**src/rtl/tx0_flexo_pkg.sv**
```systemverilog
// -----------------------------------------------------------------------------
// tx0_flexo_pkg
//   Shared definitions for the TX-0 flexowriter UART bridge.
//   - Field positions of the transmitted byte:
//       bit7 = punch(1)/print(0), bit6 = seventh hole, bits5:0 = character
//   - Width of the bit-period counters
//   - State encodings for the TX and RX state machines
// -----------------------------------------------------------------------------
package tx0_flexo_pkg;

  localparam int TAG_PUNCH = 7;
  localparam int TAG_7TH   = 6;
  localparam int CODE_MSB  = 5;

  // Bit-period counters are sized for the largest legal CLKDIV (65535).
  localparam int CNT_W = 16;

  typedef enum logic [2:0] {
    TX_IDLE,
    TX_START,
    TX_DATA,
    TX_STOP,
    TX_DONE
  } tx_state_t;

  typedef enum logic [1:0] {
    RX_IDLE,
    RX_START,
    RX_DATA,
    RX_STOP
  } rx_state_t;

endpackage : tx0_flexo_pkg

```
**src/rtl/flexo_uart_rx.sv**
```systemverilog
// -----------------------------------------------------------------------------
// flexo_uart_rx
//   8N1 serial receiver for the flexowriter input path.
//   The asynchronous line is synchronised, a falling edge starts a frame, the
//   start bit is re-checked half a bit later, and data/stop are sampled at the
//   middle of each bit. Only the low six data bits are kept; bits 7:6 are
//   received but discarded. A stop bit of 0 discards the byte, sets a sticky
//   frame-error flag and holds off until the line returns high.
//
// Ports:
//   clk          in   system clock
//   reset        in   asynchronous active-low reset
//   i_uart_rx    in   serial input (asynchronous)
//   o_code       out  last valid received character (bits 5:0 of the byte)
//   o_strobe     out  one-cycle pulse, coincident with o_code being updated
//   o_frame_err  out  sticky: a received stop bit was 0
// -----------------------------------------------------------------------------
module flexo_uart_rx
  import tx0_flexo_pkg::*;
#(
  parameter int CLKDIV = 434
) (
  input  logic              clk,
  input  logic              reset,
  input  logic              i_uart_rx,
  output logic [CODE_MSB:0] o_code,
  output logic              o_strobe,
  output logic              o_frame_err
);

  localparam logic [CNT_W-1:0] BIT_LAST  = CNT_W'(CLKDIV - 1);
  localparam logic [CNT_W-1:0] HALF_LAST = CNT_W'(CLKDIV / 2 - 1);

  rx_state_t         r_state;
  rx_state_t         w_next;
  logic [1:0]        r_sync;
  logic              r_rx_prev;
  logic [CNT_W-1:0]  r_cnt;
  logic [2:0]        r_bit_idx;
  logic [CODE_MSB:0] r_shift;
  logic              r_wait_high;
  logic [CODE_MSB:0] r_code;
  logic              r_strobe;
  logic              r_frame_err;

  logic w_rx;
  logic w_fall;
  logic w_half;
  logic w_bit_end;

  assign w_rx      = r_sync[1];
  assign w_fall    = r_rx_prev & ~w_rx;
  assign w_half    = (r_cnt == HALF_LAST);
  assign w_bit_end = (r_cnt == BIT_LAST);

  // State register.
  // NOTE: sequential state uses non-blocking assignments so every flop samples
  // pre-edge values regardless of statement order.
  always_ff @(posedge clk or negedge reset) begin
    if (!reset) begin
      r_state <= RX_IDLE;
    end else begin
      r_state <= w_next;
    end
  end

  // Next-state logic.
  // NOTE: w_next gets its default before the case so no path leaves it
  // unassigned, which would otherwise infer a latch.
  always_comb begin
    w_next = r_state;
    case (r_state)
      RX_IDLE:  if (w_fall) w_next = RX_START;
      // Line back high at mid-start means the edge was a glitch.
      RX_START: if (w_half) w_next = w_rx ? RX_IDLE : RX_DATA;
      RX_DATA:  if (w_bit_end && (r_bit_idx == 3'd7)) w_next = RX_STOP;
      RX_STOP: begin
        if (r_wait_high) begin
          if (w_rx) w_next = RX_IDLE;
        end else if (w_bit_end && w_rx) begin
          w_next = RX_IDLE;
        end
      end
      default:  w_next = RX_IDLE;
    endcase
  end

  // Datapath: synchroniser, bit counter, shift register and outputs.
  always_ff @(posedge clk or negedge reset) begin
    if (!reset) begin
      // The line idles high, so the synchroniser resets to 1 to avoid a false
      // start edge right after reset.
      r_sync      <= 2'b11;
      r_rx_prev   <= 1'b1;
      r_cnt       <= '0;
      r_bit_idx   <= '0;
      r_shift     <= '0;
      r_wait_high <= 1'b0;
      r_code      <= '0;
      r_strobe    <= 1'b0;
      r_frame_err <= 1'b0;
    end else begin
      r_sync    <= {r_sync[0], i_uart_rx};
      r_rx_prev <= w_rx;
      r_strobe  <= 1'b0;

      // Reloading on every boundary keeps each sample point referenced to the
      // previous one, so no error accumulates across the frame.
      if ((w_next != r_state) || w_bit_end) begin
        r_cnt <= '0;
      end else if (r_state != RX_IDLE) begin
        r_cnt <= r_cnt + 1'b1;
      end

      if (r_state == RX_START) begin
        r_bit_idx <= '0;
      end else if ((r_state == RX_DATA) && w_bit_end) begin
        if (r_bit_idx <= 3'd5) begin
          r_shift[r_bit_idx] <= w_rx;
        end
        r_bit_idx <= r_bit_idx + 1'b1;
      end

      if (r_state != RX_STOP) begin
        r_wait_high <= 1'b0;
      end else if (!r_wait_high && w_bit_end) begin
        if (w_rx) begin
          r_code   <= r_shift;
          r_strobe <= 1'b1;
        end else begin
          r_frame_err <= 1'b1;
          r_wait_high <= 1'b1;
        end
      end
    end
  end

  assign o_code      = r_code;
  assign o_strobe    = r_strobe;
  assign o_frame_err = r_frame_err;

endmodule : flexo_uart_rx

```
**src/rtl/flexo_uart.sv**
```systemverilog
// -----------------------------------------------------------------------------
// flexo_uart
//   Bridge between the TX-0 front panel flexowriter port and board UART pins.
//   Print/punch requests (rising edges) are sent as one 8N1 byte each:
//     bit7 = punch(1)/print(0), bit6 = seventh hole, bits5:0 = flexo_out
//   flexo_complete pulses once the stop bit has gone out. Received bytes
//   update flexo_in and pulse flexo_to_lr. TX and RX run independently.
//
//   Request-to-complete latency is 10*CLKDIV+2 cycles: one cycle to register
//   the edge, one to launch the start bit, ten bit periods, then DONE.
//
// Optional feature (macro FLEXO_UART_PACE_EN):
//   When defined, DONE is also held off until PACE_CYCLES have elapsed since
//   the request edge, modelling typewriter speed. Requests during the wait are
//   still overruns. When undefined, PACE_CYCLES has no effect.
//
// Ports:
//   clk                in   system clock
//   reset              in   asynchronous active-low reset
//   flexo_start_print  in   print request (rising edge)
//   flexo_start_punch  in   punch request (rising edge)
//   flexo_out          in   character code, sampled on the request edge
//   flexo_7th_hole     in   seventh-hole flag, sampled on the request edge
//   flexo_complete     out  one-cycle pulse when a request is finished
//   flexo_in           out  last received character code
//   flexo_to_lr        out  one-cycle pulse when flexo_in is updated
//   uart_rx            in   serial input (asynchronous)
//   uart_tx            out  serial output, idles high
//   tx_overrun         out  sticky: a request arrived while busy
//   rx_frame_err       out  sticky: a received stop bit was 0
// -----------------------------------------------------------------------------
module flexo_uart
  import tx0_flexo_pkg::*;
#(
  parameter int CLKDIV      = 434,
  parameter int PACE_CYCLES = 5000000
) (
  input  logic              clk,
  input  logic              reset,
  input  logic              flexo_start_print,
  input  logic              flexo_start_punch,
  input  logic [CODE_MSB:0] flexo_out,
  input  logic              flexo_7th_hole,
  output logic              flexo_complete,
  output logic [CODE_MSB:0] flexo_in,
  output logic              flexo_to_lr,
  input  logic              uart_rx,
  output logic              uart_tx,
  output logic              tx_overrun,
  output logic              rx_frame_err
);

  localparam logic [CNT_W-1:0] BIT_LAST = CNT_W'(CLKDIV - 1);

  // ---------------------------------------------------------------------------
  // Request edge detection and capture
  // ---------------------------------------------------------------------------
  logic       r_prev_print;
  logic       r_prev_punch;
  logic       r_req;
  logic [7:0] r_req_byte;
  logic       r_overrun;

  logic       w_print_edge;
  logic       w_punch_edge;
  logic       w_any_edge;
  logic       w_tx_free;
  logic [7:0] w_req_byte;

  assign w_print_edge = flexo_start_print & ~r_prev_print;
  assign w_punch_edge = flexo_start_punch & ~r_prev_punch;
  assign w_any_edge   = w_print_edge | w_punch_edge;

  // Simultaneous print and punch edges collapse into one punch-tagged byte.
  always_comb begin
    w_req_byte                = '0;
    w_req_byte[TAG_PUNCH]     = w_punch_edge;
    w_req_byte[TAG_7TH]       = flexo_7th_hole;
    w_req_byte[CODE_MSB:0]    = flexo_out;
  end

  // ---------------------------------------------------------------------------
  // TX state machine
  // ---------------------------------------------------------------------------
  tx_state_t        r_tx_state;
  tx_state_t        w_tx_next;
  logic [CNT_W-1:0] r_bit_cnt;
  logic [2:0]       r_bit_idx;
  logic [7:0]       r_shift;
  logic             r_stop_over;

  logic w_bit_end;
  logic w_pace_ok;

  assign w_bit_end = (r_bit_cnt == BIT_LAST);

  // A registered-but-not-launched request also counts as busy.
  assign w_tx_free = (r_tx_state == TX_IDLE) && !r_req;

`ifdef FLEXO_UART_PACE_EN
  // Cycles since the accepted request edge, saturating.
  logic [31:0] r_pace_cnt;

  always_ff @(posedge clk or negedge reset) begin
    if (!reset) begin
      r_pace_cnt <= '0;
    end else if (w_any_edge && w_tx_free) begin
      r_pace_cnt <= '0;
    end else if (r_pace_cnt != '1) begin
      r_pace_cnt <= r_pace_cnt + 1'b1;
    end
  end

  // Counter is 0 the cycle after the edge, so DONE appears no earlier than
  // PACE_CYCLES cycles after the edge.
  assign w_pace_ok = (r_pace_cnt >= 32'(PACE_CYCLES - 1));
`else
  // Pacing disabled: the condition is always satisfied.
  assign w_pace_ok = (PACE_CYCLES >= 0);
`endif

  always_ff @(posedge clk or negedge reset) begin
    if (!reset) begin
      r_tx_state <= TX_IDLE;
    end else begin
      r_tx_state <= w_tx_next;
    end
  end

  always_comb begin
    w_tx_next = r_tx_state;
    case (r_tx_state)
      TX_IDLE:  if (r_req) w_tx_next = TX_START;
      TX_START: if (w_bit_end) w_tx_next = TX_DATA;
      TX_DATA:  if (w_bit_end && (r_bit_idx == 3'd7)) w_tx_next = TX_STOP;
      // With pacing the line simply stays at the stop level until released.
      TX_STOP:  if ((w_bit_end || r_stop_over) && w_pace_ok) w_tx_next = TX_DONE;
      TX_DONE:  w_tx_next = TX_IDLE;
      default:  w_tx_next = TX_IDLE;
    endcase
  end

  always_ff @(posedge clk or negedge reset) begin
    if (!reset) begin
      r_prev_print <= 1'b0;
      r_prev_punch <= 1'b0;
      r_req        <= 1'b0;
      r_req_byte   <= '0;
      r_overrun    <= 1'b0;
      r_bit_cnt    <= '0;
      r_bit_idx    <= '0;
      r_shift      <= '0;
      r_stop_over  <= 1'b0;
    end else begin
      r_prev_print <= flexo_start_print;
      r_prev_punch <= flexo_start_punch;

      // A pending request is always consumed on the following cycle.
      if (r_req) begin
        r_req <= 1'b0;
      end

      if (w_any_edge) begin
        if (w_tx_free) begin
          r_req      <= 1'b1;
          r_req_byte <= w_req_byte;
        end else begin
          r_overrun  <= 1'b1;
        end
      end

      if ((w_tx_next != r_tx_state) || w_bit_end) begin
        r_bit_cnt <= '0;
      end else if (r_tx_state != TX_IDLE) begin
        r_bit_cnt <= r_bit_cnt + 1'b1;
      end

      if ((r_tx_state == TX_IDLE) && r_req) begin
        r_shift   <= r_req_byte;
        r_bit_idx <= '0;
      end else if ((r_tx_state == TX_DATA) && w_bit_end) begin
        r_shift   <= {1'b0, r_shift[7:1]};
        r_bit_idx <= r_bit_idx + 1'b1;
      end

      if (r_tx_state != TX_STOP) begin
        r_stop_over <= 1'b0;
      end else if (w_bit_end) begin
        r_stop_over <= 1'b1;
      end
    end
  end

  // Line level decoded from state flops; reset forces IDLE and hence a high
  // line immediately.
  always_comb begin
    uart_tx = 1'b1;
    case (r_tx_state)
      TX_START: uart_tx = 1'b0;
      TX_DATA:  uart_tx = r_shift[0];
      default:  uart_tx = 1'b1;
    endcase
  end

  assign flexo_complete = (r_tx_state == TX_DONE);
  assign tx_overrun     = r_overrun;

  // ---------------------------------------------------------------------------
  // RX path
  // ---------------------------------------------------------------------------
  flexo_uart_rx #(
    .CLKDIV (CLKDIV)
  ) u_rx (
    .clk         (clk),
    .reset       (reset),
    .i_uart_rx   (uart_rx),
    .o_code      (flexo_in),
    .o_strobe    (flexo_to_lr),
    .o_frame_err (rx_frame_err)
  );

endmodule : flexo_uart

```
**config.mk**
```make
export PLATFORM = sky130hd
export DESIGN_NAME = flexo_uart
export DESIGN_NICKNAME = d
export VERILOG_FILES = /design/src/rtl/tx0_flexo_pkg.sv /design/src/rtl/flexo_uart_rx.sv /design/src/rtl/flexo_uart.sv
export SDC_FILE = /design/constraint.sdc
export NUM_CORES = 1
export LEC_CHECK = 0
export BUFFER_PORTS_ARGS = -buffer_cell sky130_fd_sc_hd__buf_2
export CORE_ASPECT_RATIO = 1.75
export CORE_MARGIN = 2
export CORE_UTILIZATION = 50
export CTS_CLUSTER_DIAMETER = 120
export DETAILED_ROUTE_END_ITERATION = 10
export PLACE_DENSITY = 0.68
export SLEW_MARGIN = 20
export SYNTH_ARGS = -nofsm -noshare
export SYNTH_HDL_FRONTEND = slang
export SYNTH_SLANG_ARGS = --single-unit
```
**constraint.sdc**
```tcl
create_clock -name clk -period 5.1 [get_ports clk]
set_input_delay 0.51 -clock clk [delete_from_list [all_inputs] [get_ports clk]]
set_output_delay 0.51 -clock clk [all_outputs]
set_load 0.03 [all_outputs]
```
# Word level (Yosys, flattened, before mapping)
# Cells that the tools add are included.
op_classes:
  n_eq_ne: 17
  reduce_logical: 30
  n_addsub: 4
  bitwise: 10
  muxes: 37
  n_lt_le_gt_ge: 3
ops:
  columns: ["operator", "n"]
  rows:
  - ["$mux W16", 4]
  - ["$add A16 B1 Y16 const B", 2]
  - ["$eq A16 B9 Y1 const B", 2]
  - ["$mux W3", 8]
  - ["$eq A16 B8 Y1 const B", 1]
  - ["$mux W8", 2]
  - ["$mux W2", 7]
  - ["$reduce_bool A2 Y1", 7]
  - ["$pmux W3 S4", 1]
  - ["$mux W1", 11]
  - ["$eq A3 B3 Y1 const B", 3]
  - ["$logic_and A1 B1 Y1", 9]
  - ["$reduce_and A3 Y1", 3]
  - ["$pmux W2 S4", 1]
  - ["$add A3 B1 Y3 const B", 2]
  - ["$bwmux W6", 1]
  - ["$eq A3 B2 Y1 const B", 2]
  - ["$not A1 Y1", 6]
  - ["$reduce_and A2 Y1", 3]
  - ["$eq A2 B2 Y1 const B", 2]
  - ["$lt A3 B4 Y1 const B", 1]
  - ["$ne A2 B2 Y1 const B", 2]
  - ["$and A1 B1 Y1", 3]
  - ["$demux W1 S3", 1]
  - ["other kinds (14)", 17]
totals:
  word_cells: 121
  register_bits: 82
  inputBits: 12
  output_inout_bits: 11

# Longest topological paths before layout
depth:
  ltp_word: 8
  mapped_depth: 8
  depth_no_buf: 7

# Modules after synthesis
# A second synthesis with hierarchy kept.
unflattened:
  hier_cells: 380
  area_unflattened_um2: 4125.2
modules_own_cells:
  columns: ["mod", "area_per_inst_um2", "n_inst", "cells_each", "seq_area_each_um2"]
  rows:
  - ["flexo_uart", 2144.6, 1, 196, 1076.0]
  - ["flexo_uart_rx", 1980.6, 1, 184, 979.7]

# Worst setup path after synthesis
# Ideal clock, no wire load.
synth_path:
  kind: "register to register"
  startpoint: "register u_rx.r_cnt[9]"
  endpoint: "register u_rx.r_shift[4]"
  n_path_buf: 0
  setup_ns: 0.125
  stages_incl_launch_ff: 6
  slack_ns: 2.541
  arrival_ns: 2.434
  t_required_ns: 4.975
  synth_period_minus_slack_ns: 2.559
  cell_sequence: "dfrtp_1 > or4_4 > or4_4 > or3_4 > nor3b_2 > mux2_2"
synth_between:
  elab_chain_len: 3
synth_rtl:
  columns: ["element", "line", "text"]
  rows:
  - ["from (decl)", "flexo_uart_rx.sv:38", "logic [CNT_W-1:0] r_cnt;"]
  - ["from (signal assigned)", "flexo_uart_rx.sv:112", "r_cnt <= r_cnt + 1'b1;"]
  - ["$eq A16 B9 Y1", "flexo_uart_rx.sv:54", "assign w_bit_end = (r_cnt == BIT_LAST);"]
  - ["$logic_and A1 B1 Y1", "flexo_uart_rx.sv:117", "end else if ((r_state == RX_DATA) && w_bit_end) begin"]
  - ["$reduce_and A3 Y1 (no source line)", null, null]
  - ["to (signal, indexed assignment)", "flexo_uart_rx.sv:119", "r_shift[r_bit_idx] <= w_rx;"]
  - ["to (decl)", "flexo_uart_rx.sv:40", "logic [CODE_MSB:0] r_shift;"]
# No other way between the ends.
# A chain may end at the register's enable or synchronous reset.

# Worst setup path in the final report
layout_path:
  startpoint: "register u_rx.r_cnt[9]"
  endpoint: "register u_rx.r_cnt[4]"
layout_between:
  elab_chain_len: 8
  word_cells_on_any_way: 13
  cone_classes: "eq/ne (3); mux (6); reduce/logical (4)"
layout_rtl:
  columns: ["element", "line", "text"]
  rows:
  - ["$eq A16 B9 Y1", "flexo_uart_rx.sv:54", null]
  - ["$logic_and A1 B1 Y1", "flexo_uart_rx.sv:80", "end else if (w_bit_end && w_rx) begin"]
  - ["$mux W2", "flexo_uart_rx.sv:80", null]
  - ["$mux W2", "flexo_uart_rx.sv:78", "if (r_wait_high) begin"]
  - ["$pmux W2 S4", "flexo_uart_rx.sv:72", "case (r_state)"]
  - ["$ne A2 B2 Y1", "flexo_uart_rx.sv:109", "if ((w_next != r_state) || w_bit_end) begin"]
  - ["$logic_or A1 B1 Y1 *", "flexo_uart_rx.sv:109", null]
  - ["$mux W16 / $reduce_bool A2 Y1 (equally long branches)", null, null]
# Every way passes the cells marked *; elsewhere a longest branch is shown, timed or not.

==> flow_metrics.py <==
metrics = {
    "die": {
        "fp.dieH_um": 121,
        "ios": 23,
        "die_area_um2": 8530,
        "die_width_um": 70.7,
        "initial_core_util_pct": 51.4,
        "core_um2": 7570,
        "std_cell_rows": 42,
    },
    "synth": {
        "syn_area_um2": 3890,
        "synthesis.nets": 384,
        "synthMuxAreaShare_pct": 6.01,
        "synth_simple_gate_area_share_pct": 20.9,
        "synth_xor_xnor_area_share_pct": 5.63,
        "syn_area_per_cell_um2": 10.7,
        "yosys_most_used_dff": "dfrtp_1",
        "async_flop_share_pct": 100,
        "synth_top_area_cell": "dfrtp_1",
        "synth_area_leaders": "dfrtp_1 (51%), mux2_2 (5.5%), nand2_1 (3.6%)",
        "synth_edf_count": 0,
        "ys_seq_area_share_pct": 52.8,
        "ys_ff_latch": 82,
        "synth_fa_ha_area_share_pct": 2.89,
        "yosysTopAreaCellShare_pct": 50.8,
        "synth_compound_area_share_pct": 8.75,
        "synth_top_family_by_area": "simple AND/OR/NAND/NOR gates",
        "syn-instance-count": 363,
        "yosys_warnings": 0,
        "synth.distinct_cells": 53,
    },
    "global_route": {
        "grt_pass1_vias": 2810,
        "grt_pass1_wl_um": 13000,
        "grt_max_degree": 83,
        "grt-ovfl-total": 0,
        "grt_antenna_before_repair": 0,
        "grt.total_usage_pct": 19.3,
    },
    "route": {
        "ant_nets": 0,
        "viasPerCell": 5.79,
        "drt_iter0_drc": 196,
        "wl_per_cell_um": 15.7,
        "wl_um": 7500,
        "drtPass1Iterations": 4,
        "drc": 0,
        "via_count": 2769,
    },
    "clock_tree": {
        "h-tree-depth": 3,
        "clockBufferDepth": 2,
        "cts_tree": "yes",
        "clk_pin_slew_ns": 0.06,
        "clk_latency_ns": 0.33,
        "cts.sinks": 82,
        "cts_resized": 0,
        "cts_buffers": 9,
        "cts_setup_buffers": 0,
        "cts_hold_buf": 0,
        "clock-root-buffer": "clkbuf_16",
    },
    "power_and_ir_drop": {
        "switchingPower_mw": 0.543,
        "power_mw": 1.95,
        "leakage_nw": 2.02,
        "swShare_pct": 27.9,
        "internal-power_mw": 1.41,
        "clkPwrFrac_pct": 36.4,
        "vdd_drop_max_v": 0.000314,
        "p_comb_share_pct": 17.3,
        "p_seq_share_pct": 46.3,
        "power_density_nw_per_um2": 441,
    },
    "sta": {
        "final-setup-viol-count": 0,
        "maxSlewHeadroom_pct": 26.3,
        "whs_ns": 0.212,
        "tightest_slew_ns": 1.11,
        "rsz0062_at_grt": "false",
        "fin_tns_setup_ns": 0,
        "final-hold-violation-count": 0,
        "final.setup_skew_ns": 0.00615,
        "slew_viol_final": 0,
        "min_period_over_period_pct": 63.3,
        "maxClockFrequency_ghz": 0.310,
        "period_minus_slack_ns": 3.23,
        "setup_ws_ns": 1.87,
    },
    "placed_design": {
        "dp_hpwl_um": 5180,
        "portBuffers": 22,
        "gp_congestion": 0.814,
        "dp.cells": 462,
        "place_ws_ns": 1.88,
        "placedInstanceArea_um2": 4070,
    },
    "cells_and_area": {
        "layout-drive-gt1-share_pct": 19.5,
        "num-fill-cells": 648,
        "instances_no_fill": 478,
        "syn2layout_area_growth_pct": 13.5,
        "final_nets": 406,
        "design_area_um2": 4420,
        "utilization_pct": 58.4,
        "diodes": 0,
    },
    "run": {
        "drv_cap": 0,
    },
    "critical_path": {
        "worst-path-max-fanout": 16,
        "crit_path_start_kind": "flip-flop",
        "worst_setup_path_end_kind": "flip-flop",
        "critPathKind": "reg -> reg",
        "ff2ff_setup_slack_ns": 1.87,
        "reg2reg_to": "u_rx.r_cnt[4]",
        "rr_startpoint": "u_rx.r_cnt[9]",
        "reg2regPathDepth": 5,
        "arrival_ns": 3.38,
        "cp.required_ns": 5.25,
    },
    "outcome": {
        "status": "finished, final reports clean",
    },
    "min_path": {
        "hp-class": "in -> async",
    },
}
==> cell families after synthesis <==
family	Yosys count
simple gates	145
flops	82
compound gates	52
buf+inv	29
xor+xnor	25
mux	21
fa+ha+maj	9
==> worst max path at each step <==
stage,end,cells after the start,from
final,u_rx.r_cnt[4],5,u_rx.r_cnt[9]
after global routing,u_rx.r_cnt[4],7,u_rx.r_cnt[1]
after CTS,u_rx.r_cnt[4],5,u_rx.r_cnt[9]
after detailed placement,u_rx.r_cnt[14],5,u_rx.r_cnt[9]
after global placement,u_rx.r_cnt[9],5,u_rx.r_cnt[9]
after floorplan,u_rx.r_shift[4],5,u_rx.r_cnt[9]
==> layer usage <==
metal	global-route usage (%)	routed length [um]	vias to the layer above
met3	3.33	153	18
met4	10.4	240	0
met1	20.8	2960	1369
met5	0	0	-
met2	35.2	4150	42
li1	-	-	1340
==> critical path, stage by stage (launching register included) <==
cell and delay (ns):
dfrtp_1 0.42, or4_4 0.59, nor4_4 0.68, nand4_1 0.23, a311oi_2 0.98, nor4_1 0.15
==> synthesized netlist by cell type, types with 6 or more instances <==
library cell and instances:
or3_1 6, clkbuf_1 10, o21ai_0 14, xor2_1 11
nand3_1 10, ha_1 9, nor4_1 8, a22oi_1 6
dfrtp_1 79, nand4_1 6, xnor2_1 14, mux2_2 19
nor3_1 16, a21oi_1 15, nor2_1 24, nand2_1 37
inv_1 17
==> power groups by stage <==
stage / combinational (mW) / clock, mW / sequential, mW
2_1_floorplan: 0.275 / 0 / 0.867
3_3_place_gp: 0.321 / 0 / 0.899
3_5_place_dp: 0.334 / 0 / 0.907
4_1_cts: 0.342 / 0.727 / 0.899
5_1_grt: 0.394 / 0.749 / 0.921
6_report: 0.337 / 0.709 / 0.902
==> placed cells by master, fill, tap and decap left out, types with 6 or more instances in the layout <==
master,synthesis,routed
xnor2_1,14,14
inv_1,17,17
ha_1,9,9
dfrtp_1,79,79
o21ai_0,14,14
buf_2,1,21
mux2_2,19,19
clkbuf_16,0,9
nand4_1,6,6
nor3_1,16,16
a22oi_1,6,6
nand3_1,10,10
xor2_1,11,11
nand2_1,37,37
nor4_1,8,8
or3_1,6,6
a21oi_1,15,15
nor2_1,24,24
==> sequential cells by signal, summed over array words and instances, names as in the netlist, 3 cells and up <==
name,cells
r_bit_cnt,16
r_bit_idx,3
r_req_byte,8
r_shift,8
r_tx_state,3
u_rx.o_code,6
u_rx.r_bit_idx,3
u_rx.r_cnt,16
u_rx.r_shift,6
==> cell type report <==
class | count | area (um2) | area share, %
clock inverter | 4 | 72.6 | 1.64
clock buffer | 12 | 267 | 6.03
timing repair buffer | 23 | 124 | 2.80
tap | 88 | 110 | 2.49
inverter | 17 | 63.8 | 1.44
sequential | 82 | 2060 | 46.5
multi-input combinational | 252 | 1720 | 39.0
(Power assumes the default switching activity.)
